<file path="src/rtl/mult_pkg.sv">
// Shared widths and a constant-evaluable log2 helper for the multiplier arbiter.
package mult_pkg;

  localparam int OPERAND_W = 64;
  localparam int PRODUCT_W = 128;

  // Ceiling log2; usable in parameter and port-width expressions.
  function automatic int clog2(input int value);
    int result;
    result = 0;
    while ((1 << result) < value) result++;
    return result;
  endfunction

endpackage

</file>
<file path="src/rtl/mult_tag_fifo.sv">
// In-order tag FIFO: remembers which requester owns each operation inside the multiplier.
module mult_tag_fifo
  import mult_pkg::*;
#(
  parameter int DEPTH = 4,
  parameter int W     = 2
) (
  input  logic                    clk,
  input  logic                    rst,
  input  logic                    push,
  input  logic [W-1:0]            push_data,
  input  logic                    pop,
  output logic                    full,
  output logic                    empty,
  output logic [clog2(DEPTH):0]   count,
  output logic [W-1:0]            head
);

  localparam int PW = (clog2(DEPTH) > 0) ? clog2(DEPTH) : 1;
  localparam int CW = clog2(DEPTH) + 1;

  logic [W-1:0]  mem [DEPTH];
  logic [PW-1:0] wr_ptr_q, wr_ptr_d;
  logic [PW-1:0] rd_ptr_q, rd_ptr_d;
  logic [CW-1:0] count_q, count_d;
  logic          do_push, do_pop;

  function automatic logic [PW-1:0] ptr_inc(input logic [PW-1:0] p);
    return (p == PW'(DEPTH - 1)) ? '0 : p + PW'(1);
  endfunction

  // A push into a full FIFO is only honoured when the head leaves in the same cycle.
  always_comb begin
    do_pop   = pop & (count_q != '0);
    do_push  = push & ((count_q != CW'(DEPTH)) | do_pop);
    wr_ptr_d = do_push ? ptr_inc(wr_ptr_q) : wr_ptr_q;
    rd_ptr_d = do_pop ? ptr_inc(rd_ptr_q) : rd_ptr_q;
    count_d  = count_q;
    if (do_push && !do_pop) begin
      count_d = count_q + CW'(1);
    end else if (!do_push && do_pop) begin
      count_d = count_q - CW'(1);
    end
  end

  always_ff @(posedge clk or posedge rst) begin
    if (rst) begin
      wr_ptr_q <= '0;
      rd_ptr_q <= '0;
      count_q  <= '0;
    end else begin
      wr_ptr_q <= wr_ptr_d;
      rd_ptr_q <= rd_ptr_d;
      count_q  <= count_d;
    end
  end

  always_ff @(posedge clk) begin
    if (do_push) mem[wr_ptr_q] <= push_data;
  end

  assign full  = (count_q == CW'(DEPTH));
  assign empty = (count_q == '0);
  assign count = count_q;
  assign head  = mem[rd_ptr_q];

endmodule

</file>
<file path="src/rtl/mult_128_arbiter.sv">
// Round-robin arbiter sharing one pipelined 64x64->128 multiplier between requesters;
// an in-order tag FIFO routes each product back to the requester that issued it.
module mult_128_arbiter
  import mult_pkg::*;
#(
  parameter int NUM_REQ      = 4,
  parameter int MAX_INFLIGHT = 4
) (
  input  logic                           clk,
  input  logic                           rst,
  input  logic [NUM_REQ*OPERAND_W-1:0]   req_a_tdata,
  input  logic [NUM_REQ*OPERAND_W-1:0]   req_b_tdata,
  input  logic [NUM_REQ-1:0]             req_tvalid,
  output logic [NUM_REQ-1:0]             req_tready,
  output logic [PRODUCT_W-1:0]           rsp_tdata,
  output logic [NUM_REQ-1:0]             rsp_tvalid,
  input  logic [NUM_REQ-1:0]             rsp_tready,
  output logic [OPERAND_W-1:0]           m_a_tdata,
  output logic [OPERAND_W-1:0]           m_b_tdata,
  output logic                           m_a_tvalid,
  output logic                           m_b_tvalid,
  input  logic                           m_a_tready,
  input  logic                           m_b_tready,
  input  logic [PRODUCT_W-1:0]           m_out_tdata,
  input  logic                           m_out_tvalid,
  output logic                           m_out_tready,
  output logic                           busy,
  output logic                           err_orphan
);

  localparam int ID_W = clog2(NUM_REQ);
  localparam int CW   = clog2(MAX_INFLIGHT) + 1;

  logic                 issue_valid_q, issue_valid_d;
  logic [OPERAND_W-1:0] issue_a_q, issue_a_d;
  logic [OPERAND_W-1:0] issue_b_q, issue_b_d;
  logic [ID_W-1:0]      issue_tag_q, issue_tag_d;
  logic [ID_W-1:0]      rr_q, rr_d;
  logic                 err_orphan_q, err_orphan_d;

  logic                 fire, slot_free, grant_valid, any_req;
  logic [ID_W-1:0]      grant_idx;
  logic [CW:0]          occupancy;
  logic                 fifo_full, fifo_empty, fifo_pop;
  logic [CW-1:0]        fifo_count;
  logic [ID_W-1:0]      head_tag;

  // First valid requester at or after the round-robin pointer, wrapping.
  always_comb begin
    int              cand;
    logic [ID_W-1:0] cand_idx;
    cand      = 0;
    cand_idx  = '0;
    grant_idx = '0;
    any_req   = 1'b0;
    for (int k = 0; k < NUM_REQ; k++) begin
      cand = int'(rr_q) + k;
      if (cand >= NUM_REQ) cand = cand - NUM_REQ;
      cand_idx = ID_W'(cand);
      if (!any_req && req_tvalid[cand_idx]) begin
        any_req   = 1'b1;
        grant_idx = cand_idx;
      end
    end
  end

  // The operation parked in the issue register already owns a FIFO slot, so a
  // later fire can never push into a full tag FIFO.
  always_comb begin
    fire        = issue_valid_q & m_a_tready & m_b_tready;
    occupancy   = {1'b0, fifo_count} + (CW + 1)'(issue_valid_q);
    slot_free   = (~issue_valid_q | fire) & ~fifo_full &
                  (occupancy < (CW + 1)'(MAX_INFLIGHT));
    grant_valid = slot_free & any_req & ~rst;

    req_tready    = '0;
    issue_valid_d = issue_valid_q;
    issue_a_d     = issue_a_q;
    issue_b_d     = issue_b_q;
    issue_tag_d   = issue_tag_q;
    rr_d          = rr_q;
    if (grant_valid) begin
      req_tready[grant_idx] = 1'b1;
      issue_valid_d = 1'b1;
      issue_a_d     = req_a_tdata[grant_idx*OPERAND_W +: OPERAND_W];
      issue_b_d     = req_b_tdata[grant_idx*OPERAND_W +: OPERAND_W];
      issue_tag_d   = grant_idx;
      rr_d          = (grant_idx == ID_W'(NUM_REQ - 1)) ? '0 : grant_idx + ID_W'(1);
    end else if (fire) begin
      issue_valid_d = 1'b0;
    end

    rsp_tvalid = '0;
    if (m_out_tvalid && !fifo_empty) rsp_tvalid[head_tag] = 1'b1;
    m_out_tready = fifo_empty | rsp_tready[head_tag];
    fifo_pop     = m_out_tvalid & ~fifo_empty & rsp_tready[head_tag];
    err_orphan_d = err_orphan_q | (m_out_tvalid & fifo_empty);
  end

  always_ff @(posedge clk or posedge rst) begin
    if (rst) begin
      issue_valid_q <= 1'b0;
      issue_a_q     <= '0;
      issue_b_q     <= '0;
      issue_tag_q   <= '0;
      rr_q          <= '0;
      err_orphan_q  <= 1'b0;
    end else begin
      issue_valid_q <= issue_valid_d;
      issue_a_q     <= issue_a_d;
      issue_b_q     <= issue_b_d;
      issue_tag_q   <= issue_tag_d;
      rr_q          <= rr_d;
      err_orphan_q  <= err_orphan_d;
    end
  end

  mult_tag_fifo #(
    .DEPTH (MAX_INFLIGHT),
    .W     (ID_W)
  ) u_tag_fifo (
    .clk       (clk),
    .rst       (rst),
    .push      (fire),
    .push_data (issue_tag_q),
    .pop       (fifo_pop),
    .full      (fifo_full),
    .empty     (fifo_empty),
    .count     (fifo_count),
    .head      (head_tag)
  );

  assign m_a_tdata  = issue_a_q;
  assign m_b_tdata  = issue_b_q;
  assign m_a_tvalid = issue_valid_q;
  assign m_b_tvalid = issue_valid_q;
  assign rsp_tdata  = m_out_tdata;
  assign busy       = issue_valid_q | ~fifo_empty;
  assign err_orphan = err_orphan_q;

endmodule

</file>
<file path="config.mk">
export PLATFORM = sky130hd
export DESIGN_NAME = mult_128_arbiter
export DESIGN_NICKNAME = d
export VERILOG_FILES = /design/src/rtl/mult_pkg.sv /design/src/rtl/mult_tag_fifo.sv /design/src/rtl/mult_128_arbiter.sv
export SDC_FILE = /design/constraint.sdc
export NUM_CORES = 1
export LEC_CHECK = 0
export CORE_AREA = 2 2 356 358
export CTS_CLUSTER_SIZE = 10
export DETAILED_ROUTE_END_ITERATION = 6
export DIE_AREA = 0 0 358 360
export GPL_TIMING_DRIVEN = 1
export PLACE_DENSITY = 0.38
export SKIP_CTS_REPAIR_TIMING = 1
export SKIP_LAST_GASP = 1
export SLEW_MARGIN = 5
export SYNTH_ARGS = -nofsm -noshare
export SYNTH_HDL_FRONTEND = slang
export SYNTH_SLANG_ARGS = --single-unit
</file>
<file path="constraint.sdc">
create_clock -name clk -period 6.8 [get_ports clk]
set_input_delay 2.04 -clock clk [delete_from_list [all_inputs] [get_ports clk]]
set_output_delay 2.04 -clock clk [all_outputs]
set_load 0.01 [all_outputs]
</file>
Word-level counts from Yosys, hierarchy flattened
Memories as Yosys holds them, arrays and structs flattened.
Index checks and enable logic that the tools add are counted.

storage, ports and cells
  bits in registers = 141
  RAM bits = 8
  input port bits = 653
  output and inout bits = 269
  word-level logic and storage cells = 118
  memories kept = 1

operators by class
  add/sub/neg operators = 13
  $lt $le $gt $ge = 13
  equality and inequality tests = 5
  shift operators = 2
  multiplexer cells = 37
  bitwise logic cells = 20
  reductions and logical operators = 18

memories
  name            depth  bits a word  rd ports  clocked after memory_dff  write ports  line                 text
  u_tag_fifo.mem  4      2            1         0                         1            mult_tag_fifo.sv:22  logic [W-1:0] mem [DEPTH];

operator list
  cell                                                                number
  variable part select 256 x 9 -> 64 bit                              2
  2-to-1 mux 2 bit                                                    11
  less-than comparator 2 x 3 -> 1 bit (second input constant)         6
  2-to-1 mux 1 bit                                                    15
  bitwise AND 1 bit                                                   11
  binary-select mux 1 bit (select 2 bit)                              5
  greater-or-equal comparator 3 bit (second input constant)           3
  logical AND 1 bit                                                   8
  2-to-1 mux 4 bit                                                    2
  subtractor 2 x 1 -> 2 bit (second input constant)                   4
  adder 2 x 1 -> 2 bit (second input constant)                        3
  adder 2 x 2 -> 3 bit (second input constant)                        2
  equality test 2 bit (second input constant)                         3
  zero test 1 bit                                                     6
  2-to-1 mux 3 bit                                                    2
  bitwise OR 1 bit                                                    5
  adder 3 x 1 -> 4 bit                                                1
  demux 1 bit (select 2 bit)                                          2
  greater-or-equal comparator 2 x 1 -> 1 bit (second input constant)  2
  less-than comparator 4 x 3 -> 1 bit (second input constant)         1
  inverter 1 bit                                                      4
  nonzero test 2 bit                                                  2
  adder 2 x 1 -> 3 bit (second input constant)                        1
  adder 3 x 1 -> 3 bit (second input constant)                        1
  other kinds (6)                                                     6

Longest topological paths before layout
Gate-level depths: netlist of the first run.

  depth in word-level cells = 19
  gate-level depth with buffers = 11
  mapped depth without buffers = 10

Cells and area by module
Synthesis of the first run repeated with hierarchy kept, for this count alone.

second synthesis, totals
  cell total of the unflattened synthesis = 1,081
  area, all modules = 10,896.7 um^2

modules (own cells, without submodules)
  module            instances  cells each  area each (um^2)  seq. area each (um^2)
  mult_128_arbiter  1          1,033       10,132.2          3,353.2
  mult_tag_fifo     1          48          764.5             415.4

Worst setup path after synthesis of the first run
Ideal clock, no wire load.

  path kind = input -> output
  start = input req_tvalid[2]
  end = output req_tready[3]
  data arrival time = 3.449 ns
  data required time = 4.760 ns
  slack = 1.311 ns
  stages on the path = 8
  path buffers = 2
  cell sequence = nor2b_1 -> o21ba_1 -> a211o_1 -> inv_2 -> buf_6 -> buf_4 -> ha_1 -> and2_1

between the ends
  longest elaborated chain between the ends = 17
  elaborated cells between the ends (all ways) = 30
  those cells by class = order compare (2); mux (19); bitwise (2); reduce/logical (7)

RTL lines
  item                                                                                                                     line                    text
  from (decl)                                                                                                              mult_128_arbiter.sv:13  input logic [NUM_REQ-1:0] req_tvalid,
  binary-select mux 1 bit (select 2 bit)                                                                                   mult_128_arbiter.sv:60  if (!any_req && req_tvalid[cand_idx]) begin
  2-to-1 mux 1 bit (implied by the code)                                                                                   mult_128_arbiter.sv:60
  2-to-1 mux 1 bit                                                                                                         mult_128_arbiter.sv:60
  zero test 1 bit                                                                                                          mult_128_arbiter.sv:60
  logical AND 1 bit                                                                                                        mult_128_arbiter.sv:60
  2-to-1 mux 1 bit                                                                                                         mult_128_arbiter.sv:60
  zero test 1 bit                                                                                                          mult_128_arbiter.sv:60
  logical AND 1 bit                                                                                                        mult_128_arbiter.sv:60
  [... 2 more ...]                                                                                                         --
  logical AND 1 bit                                                                                                        mult_128_arbiter.sv:60
  2-to-1 mux 2 bit (*)                                                                                                     mult_128_arbiter.sv:60
  net grant_idx[0]                                                                                                         mult_128_arbiter.sv:42  logic [ID_W-1:0] grant_idx;
  less-than comparator 2 x 3 -> 1 bit (implied by the code) or greater-or-equal comparator 2 x 1 -> 1 bit (tied branches)  mult_128_arbiter.sv:83  req_tready[grant_idx] = 1'b1;
  logical AND 1 bit (implied by the code)                                                                                  mult_128_arbiter.sv:83
  2-to-1 mux 1 bit (implied by the code)                                                                                   mult_128_arbiter.sv:83
  demux 1 bit (select 2 bit) (*)                                                                                           mult_128_arbiter.sv:83
  2-to-1 mux 4 bit (*)                                                                                                     mult_128_arbiter.sv:82  if (grant_valid) begin
  to (decl)                                                                                                                mult_128_arbiter.sv:14  output logic [NUM_REQ-1:0] req_tready,

The timed path passes the listed nets; every way through them passes the cells marked *. The select of a mux whose other input is x is not followed.

Worst setup path in the final report of the first run
  start = input req_tvalid[1]
  end = output req_tready[3]

The elaborated chain is that of the path after synthesis.

==> results of run 1 <==
-- flip-flops by register name, indices dropped and copies added (netlist names) --
signal and cells:
u_tag_fifo.wr_ptr_q 2, u_tag_fifo.mem 8, issue_tag_q 2, m_b_tdata 64, rr_q 2, m_a_tvalid 1, u_tag_fifo.rd_ptr_q 2, m_a_tdata 64
err_orphan 1, u_tag_fifo.count 3
-- how the worst max path moves through the flow --
stage,endpoint,cells past startpoint
global route,req_tready[3],8
floorplan,err_orphan$_DFF_PP0_,1
detailed placement,req_tready[3],8
finish,req_tready[3],8
global placement,req_tready[3],8
CTS,req_tready[3],8
-- cells in the final DEF (no fill, tap or decap), types with 5 or more instances in the layout --
master and n:
and2_1 5, buf_12 7, buf_4 6, clkbuf_16 17, clkdlybuf4s50_1 665, dfrtp_1 141
edfxtp_1 8, ha_1 10, inv_1 7, mux2i_1 259, nand2_1 141, nor2_1 10
o221ai_1 117, o221ai_2 10
-- report_power, final --
part	internal, mW	switching [mW]	total, mW
registers	1.30	0.283	1.59
clock network	0.578	0.486	1.06
logic	1.72	1.58	3.30
total	3.60	2.35	5.95
-- area by class of cell --
type	count	share of cell area, %
clock buffers	17	2.33
diodes	4	0.0547
multi-input cells	600	27.1
well taps	1650	11.3
inverters	9	0.267
clock inverters	15	0.971
repair buffers	678	37.4
flip-flops and latches	149	20.6
-- cell families (layout without fill, tap and decap cells) --
kind of cell | count (synthesis) | after routing | share of synthesized area [%]
buffers and inverters | 209 | 719 | 14.5
AO/OA/AOI/OAI | 146 | 146 | 13.3
adder cells (fa/ha/maj) | 11 | 11 | 1.43
flip-flops | 149 | 149 | 37.0
other | 0 | 4 | 0
AND/OR/NAND/NOR | 174 | 174 | 6.95
XOR/XNOR | 3 | 3 | 0.258
multiplexers | 266 | 266 | 26.6
-- stage by stage --
step	area (um^2)	util, %	setup WS, ns	hold slack (ns)
final	18300	14.6	0.460	0.456
after CTS	18300	14.6	0.461	0.462
after detailed placement	17700	14.1	0.479	0.448
after global routing	18300	14.6	0.308	0.499
after global placement	17700	14.1	0.511	0.447
after floorplan	10200	-	0.979	0.472
-- routing by layer --
layer,routed length (um),vias up,GRT usage [%]
met5,160,-,0.528
met1,22400,4518,9.69
met4,2690,18,4.82
li1,-,4417,-
met2,27500,567,14.4
met3,8070,138,5.19
==> results.yml, run 1 <==
drt:
  drt_pass1_iterations: 4
  wl_per_cell_um: 19.5
  drtIter0Drc: 419
  final_antenna_net_count: 0
  drt_wl_total_mm: 60.8
  drc: 0
  num_vias: 9658
  post_drt_via_cell_ratio: 3.09
worst_setup_path:
  critPathMostFrequentCell: "clkdlybuf4s50_1"
  r2r_end: "m_a_tdata[14]$_DFFE_PP0P_"
  critical_path.reg2reg.startpoint: "rr_q[0]$_DFFE_PP0P_"
  cp_cell_sequence: "clkdlybuf4s50_1 -> nor2b_1 -> a211o_1 -> nand2_1 -> inv_1 -> ha_1 -> and2_1 -> clkdlybuf4s50_1"
  start_kind: "input pin"
  max_stage_delay_ns: 0.55
  reg2reg_depth: 8
  reg2reg_slack_ns: 3.68
  path_buf_inv: 3
  worst_path_max_delay_cell: "clkdlybuf4s50_1"
  path_delay_family: "buffers and inverters"
  critPathLaunch: "req_tvalid[1]"
  worstPathRequired_ns: 4.76
  worstSetupPathType: "in2out"
  crit_fanout: 5
  end_kind: "output pin"
  arrival_ns: 4.30
die:
  fp.dieW_um: 358
  die_area_mm2: 0.129
  core.rowCount: 130
  die_h_um: 360
  start_util_pct: 8.14
  core-area_mm2: 0.125
  io-pin-count: 922
cells_and_area:
  seq_area_mm2: 0.00377
  nFillCells: 14000
  drive_gt1_share_pct: 5.04
  area_growth_pct: 79.8
  multi_input_area_mm2: 0.00495
  final_nets: 2119
  finalNonFillerCells: 3122
global_routing:
  grt_usage_pct: 9.18
  grt_pass1_vias: 10500
  grt_overflow_total: 0
  grt_pass1_wl_mm: 80.9
  grt_start_max_net_pins: 110
  antenna_found_initial: 22
power_and_ir_drop:
  p_per_area_mw_per_mm2: 325
  total_power_mw: 5.95
  leakagePower_nw: 7.10
  ir_drop_mv: 0.219
placed_design:
  gp_congestion: 0.796
  dpl.hpwl_mm: 49.6
  port_buffers: 665
  place_inst: 3086
clock_tree:
  cts_buffers: 17
  cts_tree: "built"
  max-clock-path-buffers: 2
  clk_pin_slew_worst_paths_ns: 0.07
  insertion_delay_ns: 0.51
  htree_levels: 4
  cts.sink_count: 149
  cts_root_buf: "clkbuf_16"
synthesis:
  postSynthCellCount: 958
  syn_area_per_cell_um2: 10.6
  yosysUniqueCellTypes: 45
  synth_top_area_share_pct: 34.7
  postSynth.asyncResetShare_pct: 94.6
  synth_seq_area_share_pct: 37.0
  ys_warn_count: 0
  synth_edf_count: 8
  syn_nets: 1622
  yosysMostFrequentCell: "mux2i_1"
  synth_ff_type: "dfrtp_1"
  synthTopCellsByArea: "dfrtp_1, mux2i_1, o221ai_1"
  synth_common_cells: "mux2i_1, nand2_1, dfrtp_1"
  netlist_area_mm2: 0.0102
  synth_top_cell_by_area: "dfrtp_1"
  synth_seq_cells: 149
sta:
  finalSetupTns_ns: 0
  finalCriticalPeriod_ns: 6.34
  fin_crit_sh_pct: 93.2
  worstMarginPinSlew_ns: 1.05
  hold_viol_final: 0
  slew_violations: 0
  slew_headroom_pct: 29.9
  finalClockSkew_ns: 0.0139
  setup_viol: 0
  max_freq_mhz: 158
  rsz0062_at_grt: "no"
worst_hold_path:
  hold_end: "err_orphan$_DFF_PP0_"
  hold_path_class: "reg2reg"
  hold_path_depth: 1
  worstHoldStart: "err_orphan$_DFF_PP0_"
outcome:
  status: "completed"
run:
  drv_cap: 0
Note: power is estimated with default switching activity, not from simulation.
==> run 2: changes to the inputs <==
--- a/config.mk
+++ b/config.mk
@@ -5,12 +5,13 @@
 export SDC_FILE = /design/constraint.sdc
 export NUM_CORES = 1
 export LEC_CHECK = 0
-export CORE_AREA = 2 2 356 358
+export ABC_AREA = 1
+export CORE_AREA = 4 4 353 355
 export CTS_CLUSTER_SIZE = 10
 export DETAILED_ROUTE_END_ITERATION = 6
-export DIE_AREA = 0 0 358 360
+export DIE_AREA = 0 0 357 359
 export GPL_TIMING_DRIVEN = 1
-export PLACE_DENSITY = 0.38
+export PLACE_DENSITY = 0.4
 export SKIP_CTS_REPAIR_TIMING = 1
 export SKIP_LAST_GASP = 1
 export SLEW_MARGIN = 5
==> results.yml, run 2 <==
power_and_ir_drop:
  comb_power_share_pct: 68.6
  internal_power_mw: 4.10
  leakagePower_nw: 9.41
  ir_drop_mv: 0.531
  power_frac_seq_pct: 19.0
  p_sw_share_pct: 51.1
  switching_power_mw: 4.29
  p_per_area_mw_per_mm2: 410
  power.share.clock_pct: 12.4
cells_and_area:
  final_nets: 3111
  nFillCells: 14100
  area_growth_pct: 63.7
  multi_input_area_mm2: 0.00585
  final_cell_mix: "clkdlybuf4s50_1, nand2_1, nand3_1"
  final_util_pct: 16.9
  seq_area_mm2: 0.00377
  final_common_cell: "clkdlybuf4s50_1"
  drive_gt1_share_pct: 3.33
clock_tree:
  clk_pin_slew_worst_paths_ns: 0.08
  cts.sink_count: 149
  cts_root_buf: "clkbuf_16"
  htree_levels: 4
  cts_tree: "built"
  cts_buffers: 17
  max-clock-path-buffers: 2
  insertion_delay_ns: 0.49
drt:
  num_vias: 13600
  wl_per_cell_um: 15.9
  drtIter0Drc: 555
  drt_pass1_iterations: 5
  drt_wl_total_mm: 65.1
  drc: 0
  post_drt_via_cell_ratio: 3.32
  final_antenna_net_count: 0
sta:
  finalClockSkew_ns: 0.0146
  fin_crit_sh_pct: 95.4
  rsz0062_at_grt: "no"
  max_freq_mhz: 154
  slew_violations: 0
  finalCriticalPeriod_ns: 6.49
  slew_headroom_pct: 24.5
  setup_viol: 0
  hold_viol_final: 0
  finalSetupTns_ns: 0
  worstMarginPinSlew_ns: 1.13
  setup_ws_ns: 0.312
outcome:
  status: "completed"
worst_setup_path:
  crit_fanout: 5
  worstSetupPathType: "in2out"
  cp_cell_sequence: "clkdlybuf4s50_1 -> inv_1 -> nand2_1 -> nand3_1 -> nand2_2 -> nor2_4 -> nand3_1 -> nand2_2 -> nand2_8 -> inv_1 -> ha_1 -> inv_1 -> nor2_1 -> clkdlybuf4s50_1"
  end_kind: "output pin"
  path_delay_family: "buffers and inverters"
  path_buf_inv: 5
  arrival_ns: 4.45
  critPathMostFrequentCell: "inv_1"
  worstPathRequired_ns: 4.76
  worst_path_max_delay_cell: "clkdlybuf4s50_1"
  max_stage_delay_ns: 0.64
  start_kind: "input pin"
global_routing:
  grt_start_max_net_pins: 223
  grt_overflow_total: 0
  grt_usage_pct: 9.76
  antenna_found_initial: 7
  grt_pass1_vias: 13500
  grt_pass1_wl_mm: 91.6
synthesis:
  yosysMostFrequentCell: "nand2_1"
  postSynthCellCount: 1975
  postSynth.asyncResetShare_pct: 94.6
  ys_warn_count: 0
  synth_ff_type: "dfrtp_1"
  synthTopCellsByArea: "dfrtp_1, nand3_1, nand2_1"
  synth_common_cells: "nand2_1, nand3_1, inv_1"
  synth_edf_count: 8
  syn_nets: 2639
  yosysUniqueCellTypes: 34
  synth_seq_cells: 149
  synth_top_cell_by_area: "dfrtp_1"
  syn_area_per_cell_um2: 6.34
  synth_seq_area_share_pct: 30.1
  synth_top_area_share_pct: 28.2
  netlist_area_mm2: 0.0125
run:
  drv_cap: 0
die:
  start_util_pct: 10.3
  core-area_mm2: 0.121
  fp.dieW_um: 357
  io-pin-count: 922
  core.rowCount: 128
  die_area_mm2: 0.128
  die_h_um: 359
placed_design:
  port_buffers: 665
  place_ws_ns: 0.275
  dpl.hpwl_mm: 51.4
  gp_congestion: 0.828
worst_hold_path:
  hold_path_class: "reg2reg"
## run 2: cell types whose count changed in the layout (fill, tap and decap cells not counted), moves of 7 or more
| cell | before | now |
|---|---|---|
| or2_1 | 0 | 171 |
| nand3_1 | 4 | 425 |
| o21ai_0 | 3 | 10 |
| o221ai_2 | 10 | 0 |
| nand2_1 | 141 | 546 |
| nor2_1 | 10 | 23 |
| o221ai_1 | 117 | 0 |
| or2_0 | 0 | 9 |
| buf_4 | 6 | 23 |
| mux2i_1 | 259 | 0 |
| or2_2 | 1 | 9 |
| inv_1 | 7 | 353 |
## run 2: power groups by stage
stage	combinational, mW	sequential (mW)	clock [mW]
floorplan	3.51	1.72	0
global placement	5.91	1.60	0
detailed placement	5.89	1.61	0
CTS	5.90	1.60	1.13
global route	6.49	1.65	1.14
finish	5.76	1.60	1.04
## run 2: stage by stage
stage | instances | hold WS [ns] | instance area (um^2) | power (mW)
2_1_floorplan | 1975 | 0.476 | 12500 | 5.23
3_3_place_gp | 4053 | 0.464 | 19900 | 7.51
3_5_place_dp | 4053 | 0.465 | 19900 | 7.49
4_1_cts | 4085 | 0.485 | 20500 | 8.62
5_1_grt | 4087 | 0.507 | 20500 | 9.29
6_report | 4087 | 0.479 | 20500 | 8.40
## run 2: cell families (layout without fill, tap and decap cells)
group	Yosys count	count (layout)	synth area share, %
buf+inv	596	1081	23.3
mux	1	1	0.0900
simple gates	1200	1200	44.5
compound gates	16	16	0.680
flops	149	149	30.1
xor+xnor	2	2	0.140
fa+ha+maj	11	11	1.16
other cells	0	2	0
## run 2: area by class of cell
| type | instances | area share [%] |
|---|---|---|
| tap | 1625 | 9.93 |
| clock buffer | 17 | 2.08 |
| antenna | 2 | 0.0244 |
| sequential | 149 | 18.4 |
| multi-input combinational | 1230 | 28.6 |
| timing repair buffer | 691 | 33.6 |
| inverter | 358 | 6.58 |
| clock inverter | 15 | 0.788 |
## run 2: worst min-delay path: cells and delay by family, from the launching register on
| kind | cells | cell delay [ns] |
|---|---|---|
| simple gates | 2 | 0.10 |
| flops | 1 | 0.35 |
## run 2: layer usage
metal,track usage (%),routed length [um],up-vias
met1,11.1,25500,6121
met5,0.415,116,-
li1,-,-,6782
met4,4.96,2840,6
met3,3.72,6520,107
met2,15.9,30100,564
## run 2: path summary, 6_finish.rpt
kind / slack (ns) / cells past startpoint / start / endpoint
worst max-delay path: 0.31 / 14 / req_tvalid[3] / req_tready[3]
worst min-delay path: 0.48 / 2 / m_a_tdata[42]$_DFFE_PP0P_ / m_a_tdata[42]$_DFFE_PP0P_
worst max register to register: 2.87 / 14 / rr_q[0]$_DFFE_PP0P_ / m_b_tdata[29]$_DFFE_PP0P_
worst min register to register: 0.48 / 2 / m_a_tdata[42]$_DFFE_PP0P_ / m_a_tdata[42]$_DFFE_PP0P_
max in group asynchronous: 3.15 / 5 / rst / m_a_tdata[35]$_DFFE_PP0P_
min in group asynchronous: 2.04 / 3 / rst / m_a_tdata[41]$_DFFE_PP0P_
==> run 3: changes to the inputs <==
--- a/config.mk
+++ b/config.mk
@@ -14,7 +14,7 @@
 export PLACE_DENSITY = 0.4
 export SKIP_CTS_REPAIR_TIMING = 1
 export SKIP_LAST_GASP = 1
-export SLEW_MARGIN = 5
+export SLEW_MARGIN = 10
 export SYNTH_ARGS = -nofsm -noshare
 export SYNTH_HDL_FRONTEND = slang
 export SYNTH_SLANG_ARGS = --single-unit
==> results of run 3 <==
Final layout, timing and power as in run 2 (identical DEF).
